===== src/rtl/decoder_pkg.sv =====
// Shared definitions for the scanning N-to-2^N select decoder:
// mode encodings, the one-hot expansion and a width helper.
package decoder_pkg;

  localparam logic MODE_DIRECT = 1'b0;
  localparam logic MODE_SCAN   = 1'b1;

  // Widest address the one-hot helper supports; callers cast down to 2^N bits.
  localparam int MAX_N = 8;
  localparam int MAX_W = 256;

  function automatic logic [MAX_W-1:0] onehot(input logic [MAX_N-1:0] index);
    logic [MAX_W-1:0] vec_s;
    vec_s        = {MAX_W{1'b0}};
    vec_s[index] = 1'b1;
    return vec_s;
  endfunction

  // Bits needed to count 0..value-1, never less than one.
  function automatic int clog2_min1(input int value);
    int width_s;
    width_s = 0;
    for (int i = 0; i < 31; i++) begin
      if ((32'sd1 <<< i) < value) begin
        width_s = i + 1;
      end
    end
    return (width_s < 1) ? 1 : width_s;
  endfunction

endpackage


===== src/rtl/decoder_scan_nx2n_prescaler.sv =====
// Scan-step prescaler: counts enabled clocks 0..TICK_DIV-1 and flags the
// terminal count so the top level can advance its index.
module scan_prescaler
  import decoder_pkg::*;
#(
  parameter int TICK_DIV = 4
) (
  input  logic clk,
  input  logic reset_p,
  input  logic clear,
  input  logic run,
  output logic tick
);

  localparam int            PW   = clog2_min1(TICK_DIV);
  localparam logic [PW-1:0] TERM = PW'(TICK_DIV - 1);

  logic [PW-1:0] count_r;

  assign tick = run && (count_r == TERM);

  // Prescale counter: cleared in direct mode, frozen while disabled.
  always_ff @(posedge clk) begin
    if (reset_p) begin
      count_r <= {PW{1'b0}};
    end else if (clear) begin
      count_r <= {PW{1'b0}};
    end else if (run) begin
      count_r <= tick ? {PW{1'b0}} : count_r + PW'(1);
    end else begin
      count_r <= count_r;
    end
  end

endmodule


===== src/rtl/decoder_scan_nx2n.sv =====
// Registered N-to-2^N select decoder with direct and rotating-scan modes,
// driving multiplexed LED / 7-segment common lines.
module decoder_scan_nx2n
  import decoder_pkg::*;
#(
  parameter int N          = 3,
  parameter int TICK_DIV   = 4,
  parameter bit ACTIVE_LOW = 1'b0
) (
  input  logic                clk,
  input  logic                reset_p,
  input  logic                en,
  input  logic                mode,
  input  logic [N-1:0]        addr,
  input  logic [N-1:0]        scan_last,
  output logic [(1<<N)-1:0]   dout,
  output logic [N-1:0]        idx,
  output logic                strobe
);

  localparam int               OUT_W    = 1 << N;
  localparam logic [OUT_W-1:0] INACTIVE = ACTIVE_LOW ? {OUT_W{1'b1}} : {OUT_W{1'b0}};

  logic [N-1:0]     idx_r;
  logic [OUT_W-1:0] dout_r;
  logic             strobe_r;

  logic [N-1:0]     idx_next_s;
  logic [OUT_W-1:0] sel_s;
  logic [OUT_W-1:0] dout_next_s;
  logic             strobe_next_s;
  logic             tick_s;
  logic             clear_s;
  logic             run_s;

  assign clear_s = en && (mode == MODE_DIRECT);
  assign run_s   = en && (mode == MODE_SCAN);

  scan_prescaler #(
    .TICK_DIV (TICK_DIV)
  ) u_prescaler (
    .clk     (clk),
    .reset_p (reset_p),
    .clear   (clear_s),
    .run     (run_s),
    .tick    (tick_s)
  );

  // Next index/select: dout is decoded from idx_next so both registers agree.
  always_comb begin
    idx_next_s    = idx_r;
    strobe_next_s = 1'b0;
    sel_s         = {OUT_W{1'b0}};
    if (en) begin
      case (mode)
        MODE_DIRECT: begin
          idx_next_s = addr;
        end
        MODE_SCAN: begin
          if (tick_s) begin
            strobe_next_s = 1'b1;
            // Wrap test first, so the increment never overflows and an
            // index above a freshly lowered scan_last lasts one step only.
            idx_next_s    = (idx_r >= scan_last) ? {N{1'b0}} : idx_r + N'(1);
          end else begin
            idx_next_s = idx_r;
          end
        end
        default: begin
          idx_next_s = idx_r;
        end
      endcase
      sel_s = OUT_W'(onehot(MAX_N'(idx_next_s)));
    end else begin
      sel_s = {OUT_W{1'b0}};
    end
    dout_next_s = ACTIVE_LOW ? ~sel_s : sel_s;
  end

  // Output registers; every port is driven straight from these flops.
  always_ff @(posedge clk) begin
    if (reset_p) begin
      idx_r    <= {N{1'b0}};
      dout_r   <= INACTIVE;
      strobe_r <= 1'b0;
    end else begin
      idx_r    <= idx_next_s;
      dout_r   <= dout_next_s;
      strobe_r <= strobe_next_s;
    end
  end

  assign dout   = dout_r;
  assign idx    = idx_r;
  assign strobe = strobe_r;

endmodule


===== config.mk =====
export PLATFORM = sky130hd
export DESIGN_NAME = decoder_scan_nx2n
export DESIGN_NICKNAME = d
export VERILOG_FILES = /design/src/rtl/decoder_pkg.sv /design/src/rtl/decoder_scan_nx2n_prescaler.sv /design/src/rtl/decoder_scan_nx2n.sv
export SDC_FILE = /design/constraint.sdc
export NUM_CORES = 1
export LEC_CHECK = 0
export BUFFER_PORTS_ARGS = -buffer_cell sky130_fd_sc_hd__buf_2
export CORE_MARGIN = 3
export CORE_UTILIZATION = 48
export DETAILED_ROUTE_END_ITERATION = 10
export GPL_TIMING_DRIVEN = 0
export PLACE_DENSITY = 0.86
export SKIP_LAST_GASP = 1
export SLEW_MARGIN = 20
export SYNTH_ARGS = -nofsm -noshare
export SYNTH_HDL_FRONTEND = slang
export SYNTH_SLANG_ARGS = --single-unit

===== constraint.sdc =====
create_clock -name clk -period 2.2 [get_ports clk]
set_input_delay 0 -clock clk [delete_from_list [all_inputs] [get_ports clk]]
set_output_delay 0 -clock clk [all_outputs]
set_load 0.02 [all_outputs]

==> flow_summary.json <==
{
  "outcome": "finished, final reports clean",
  "max-clock-path-buffers": 2,
  "syn_area_per_cell_um2": 10.11,
  "grt.busiest_layer": "met2",
  "power-per-cell-area_mw_per_mm2": 615.1,
  "gr-usage-met1_pct": 17.85,
  "detailedPlace.worstSlack_ns": 0.3817,
  "num_vias": 623,
  "gp_congestion": 0.8215,
  "num_rows": 13,
  "finalSetupViolations": 0,
  "synth_warn": 0,
  "postSynthRegisterBits": 14,
  "initial_core_util_pct": 53.30,
  "portBuffers": 21,
  "dr.pass1.iters": 2,
  "crit-reg2reg-capture": "dout[5]",
  "dieHeight_um": 44.95,
  "ys_dominant_reg_cell": "dfxtp_1",
  "timing.critical_path.to_type": "flip-flop",
  "placed_cells": 108,
  "global_route.usage.total_pct": 16.15,
  "detailedPlacementHpwl_mm": 1.104,
  "async_flop_share_pct": 0,
  "num-fill-cells": 120,
  "area_growth_syn_to_layout_pct": 23.37,
  "cts.root.buffer_cell": "clkbuf_4",
  "grt_overflow": 0,
  "synth_area_um2": 728.2,
  "final-instance-count-excl-fill": 113,
  "cts_made_buffers": 3,
  "cts.sink_count": 14,
  "htree_num_levels": 1,
  "cts.reportedPaths.clkPinSlew_ns": 0.09,
  "worstHoldPathType": "primary input to flip-flop",
  "synth_cell_types": 34,
  "seq_area_frac_synth_pct": 38.49,
  "skew_ns": 0.008593,
  "tritoncts": "built",
  "critical_path.startpoint_type": "flip-flop",
  "routed_wirelength_mm": 1.415,
  "grt_pass1_wl_mm": 2.442,
  "max_cap_viol_count": 0,
  "antenna_violating_nets_post_route": 0,
  "horiz_die_dim_um": 44.95,
  "min_from": "en",
  "cp-startpoint": "idx[0]",
  "initial_antenna_violation_count": 0,
  "hold_violations": 0,
  "slew_viol_final": 0,
  "via_per_inst": 5.513,
  "wire_per_inst_um": 12.52,
  "global_route.usage.met2_pct": 29.94,
  "final_critical_path_setup_slack_ns": 0.3635,
  "r2r_cells": 6,
  "cp.arrival_ns": 2.02,
  "critPathRequiredTime_ns": 2.38,
  "first_global_vias": 580,
  "worst-slew-pin-transition_ns": 0.5198,
  "worstSetupEndpoint": "dout[5]",
  "drc_errors": 0,
  "synth_enable_flop_cells": 0,
  "r2r-start": "idx[0]",
  "final_cell_mix": "buf_2, dfxtp_1, nor4_1, ha_1",
  "leakage_nw": 0.4207,
  "clock_insertion_delay_worst_skew_ns": 0.27,
  "grt_start_max_net_pins": 11,
  "rsz0062_at_grt": "false",
  "fin_nets": 114,
  "max-slew-margin-rel_pct": 65.19,
  "global_route.usage.met3_pct": 5.976,
  "layout.cells.most_common": "buf_2",
  "antenna-diode-count": 0,
  "fp.coreArea_mm2": 0.001366,
  "synth.net_count": 87,
  "fin_setup_tns_ns": 0,
  "worst-path-max-fanout": 6,
  "finalCriticalPeriod_ns": 1.836,
  "worst_reg2reg_setup_slack_ns": 0.36,
  "peakVddDrop_mv": 0.4238,
  "final_layout_size_suffix_gt1_share_pct": 34.69,
  "min_period_over_period_pct": 83.48,
  "iter_0_drt_violations": 1,
  "max_clock_freq_mhz": 544.5,
  "num_io_pins": 22,
  "post_synth_inst_count": 72,
  "timing.setup.critical_path_class": "flip-flop to flip-flop",
  "floorplan.die_area_mm2": 0.002021
}
[per-layer routing]
layer,vias up,part of all wire [%],wire [um]
met4,0,0,0
met2,16,54,760
li1,325,-,-
met5,-,0,0
met3,0,5.2,74
met1,282,41,580
[metrics by stage]
| stage | utilization (%) | power (W) | hold slack, ns | cell area [um^2] |
|---|---|---|---|---|
| detailed placement | 62.36 | 0.0003780 | 0.2698 | 852.1 |
| global route | 65.75 | 0.0005811 | 0.1094 | 898.4 |
| finish | 65.75 | 0.0005526 | 0.08021 | 898.4 |
| global placement | 62.36 | 0.0003732 | 0.2687 | 852.1 |
| floorplan | - | 0.0003479 | 0.06907 | 728.2 |
| CTS | 65.75 | 0.0005576 | 0.07760 | 898.4 |
[synthesized netlist by cell type, types with 2 or more instances]
| cell type | count | area [um^2] |
|---|---|---|
| inv_1 | 4 | 15.01 |
| nand3_1 | 2 | 10.01 |
| buf_6 | 2 | 22.52 |
| a21oi_1 | 2 | 10.01 |
| nor2_1 | 2 | 7.510 |
| nand2_1 | 3 | 11.26 |
| a211oi_1 | 4 | 30.03 |
| nand3b_1 | 2 | 15.01 |
| ha_1 | 5 | 62.56 |
| dfxtp_1 | 14 | 280.3 |
| nor4_1 | 5 | 31.28 |
| a31oi_1 | 2 | 12.51 |
| nand2b_1 | 4 | 25.02 |
[registers in the layout (all words and copies together) (netlist names)]
signal / count
dout: 8
idx: 3
u_prescaler.count_r: 2
strobe: 1
[worst min-delay path by stage]
stage          slack (ns)                      to  cells after the start
2_1_floorplan        0.07  u_prescaler.count_r[1]                      1
3_3_place_gp         0.27  u_prescaler.count_r[1]                      2
3_5_place_dp         0.27  u_prescaler.count_r[1]                      2
4_1_cts              0.08                  idx[0]                      3
5_1_grt              0.11                  idx[0]                      3
6_report             0.08                  idx[0]                      3
[repair_timing]
action                                  in CTS  in global routing
gates resized for setup                      0                  0
hold buffers                                 1                  0
endpoints found under the hold margin        5                  0
buffers inserted                             0                  0
endpoints found under the setup margin       0                  0
[area by class of cell]
| class | instances | area [um^2] | area share, % |
|---|---|---|---|
| tap | 15 | 18.77 | 2.089 |
| timing repair buffer | 22 | 115.1 | 12.81 |
| sequential | 14 | 280.3 | 31.20 |
| buffer | 3 | 27.53 | 3.064 |
| multi-input combinational | 51 | 405.4 | 45.13 |
| clock buffer | 4 | 36.28 | 4.039 |
| inverter | 4 | 15.01 | 1.671 |
[critical path, cell delays in order, from the launching register on]
cell and delay [ns]:
dfxtp_1 0.40, inv_1 0.11, ha_1 0.27, nand2b_1 0.17, a31oi_4 0.27, a21bo_2 0.29
a211oi_1 0.22
[cells by family after synthesis]
kind of cell             Yosys count  share of synthesized area [%]
multiplexers                       1                          1.375
adder cells (fa/ha/maj)            5                          8.591
buffers and inverters              7                          5.840
flip-flops                        14                          38.49
AND/OR/NAND/NOR                   25                          22.34
AO/OA/AOI/OAI                     20                          23.37
[report_power, final]
| part | total (W) | switching, W | internal, W |
|---|---|---|---|
| sequential | 0.000269 | 0.00000669 | 0.000262 |
| combinational | 0.000105 | 0.0000597 | 0.0000451 |
| clock | 0.000179 | 0.0000787 | 0.000101 |
(Power assumes the default switching activity.)
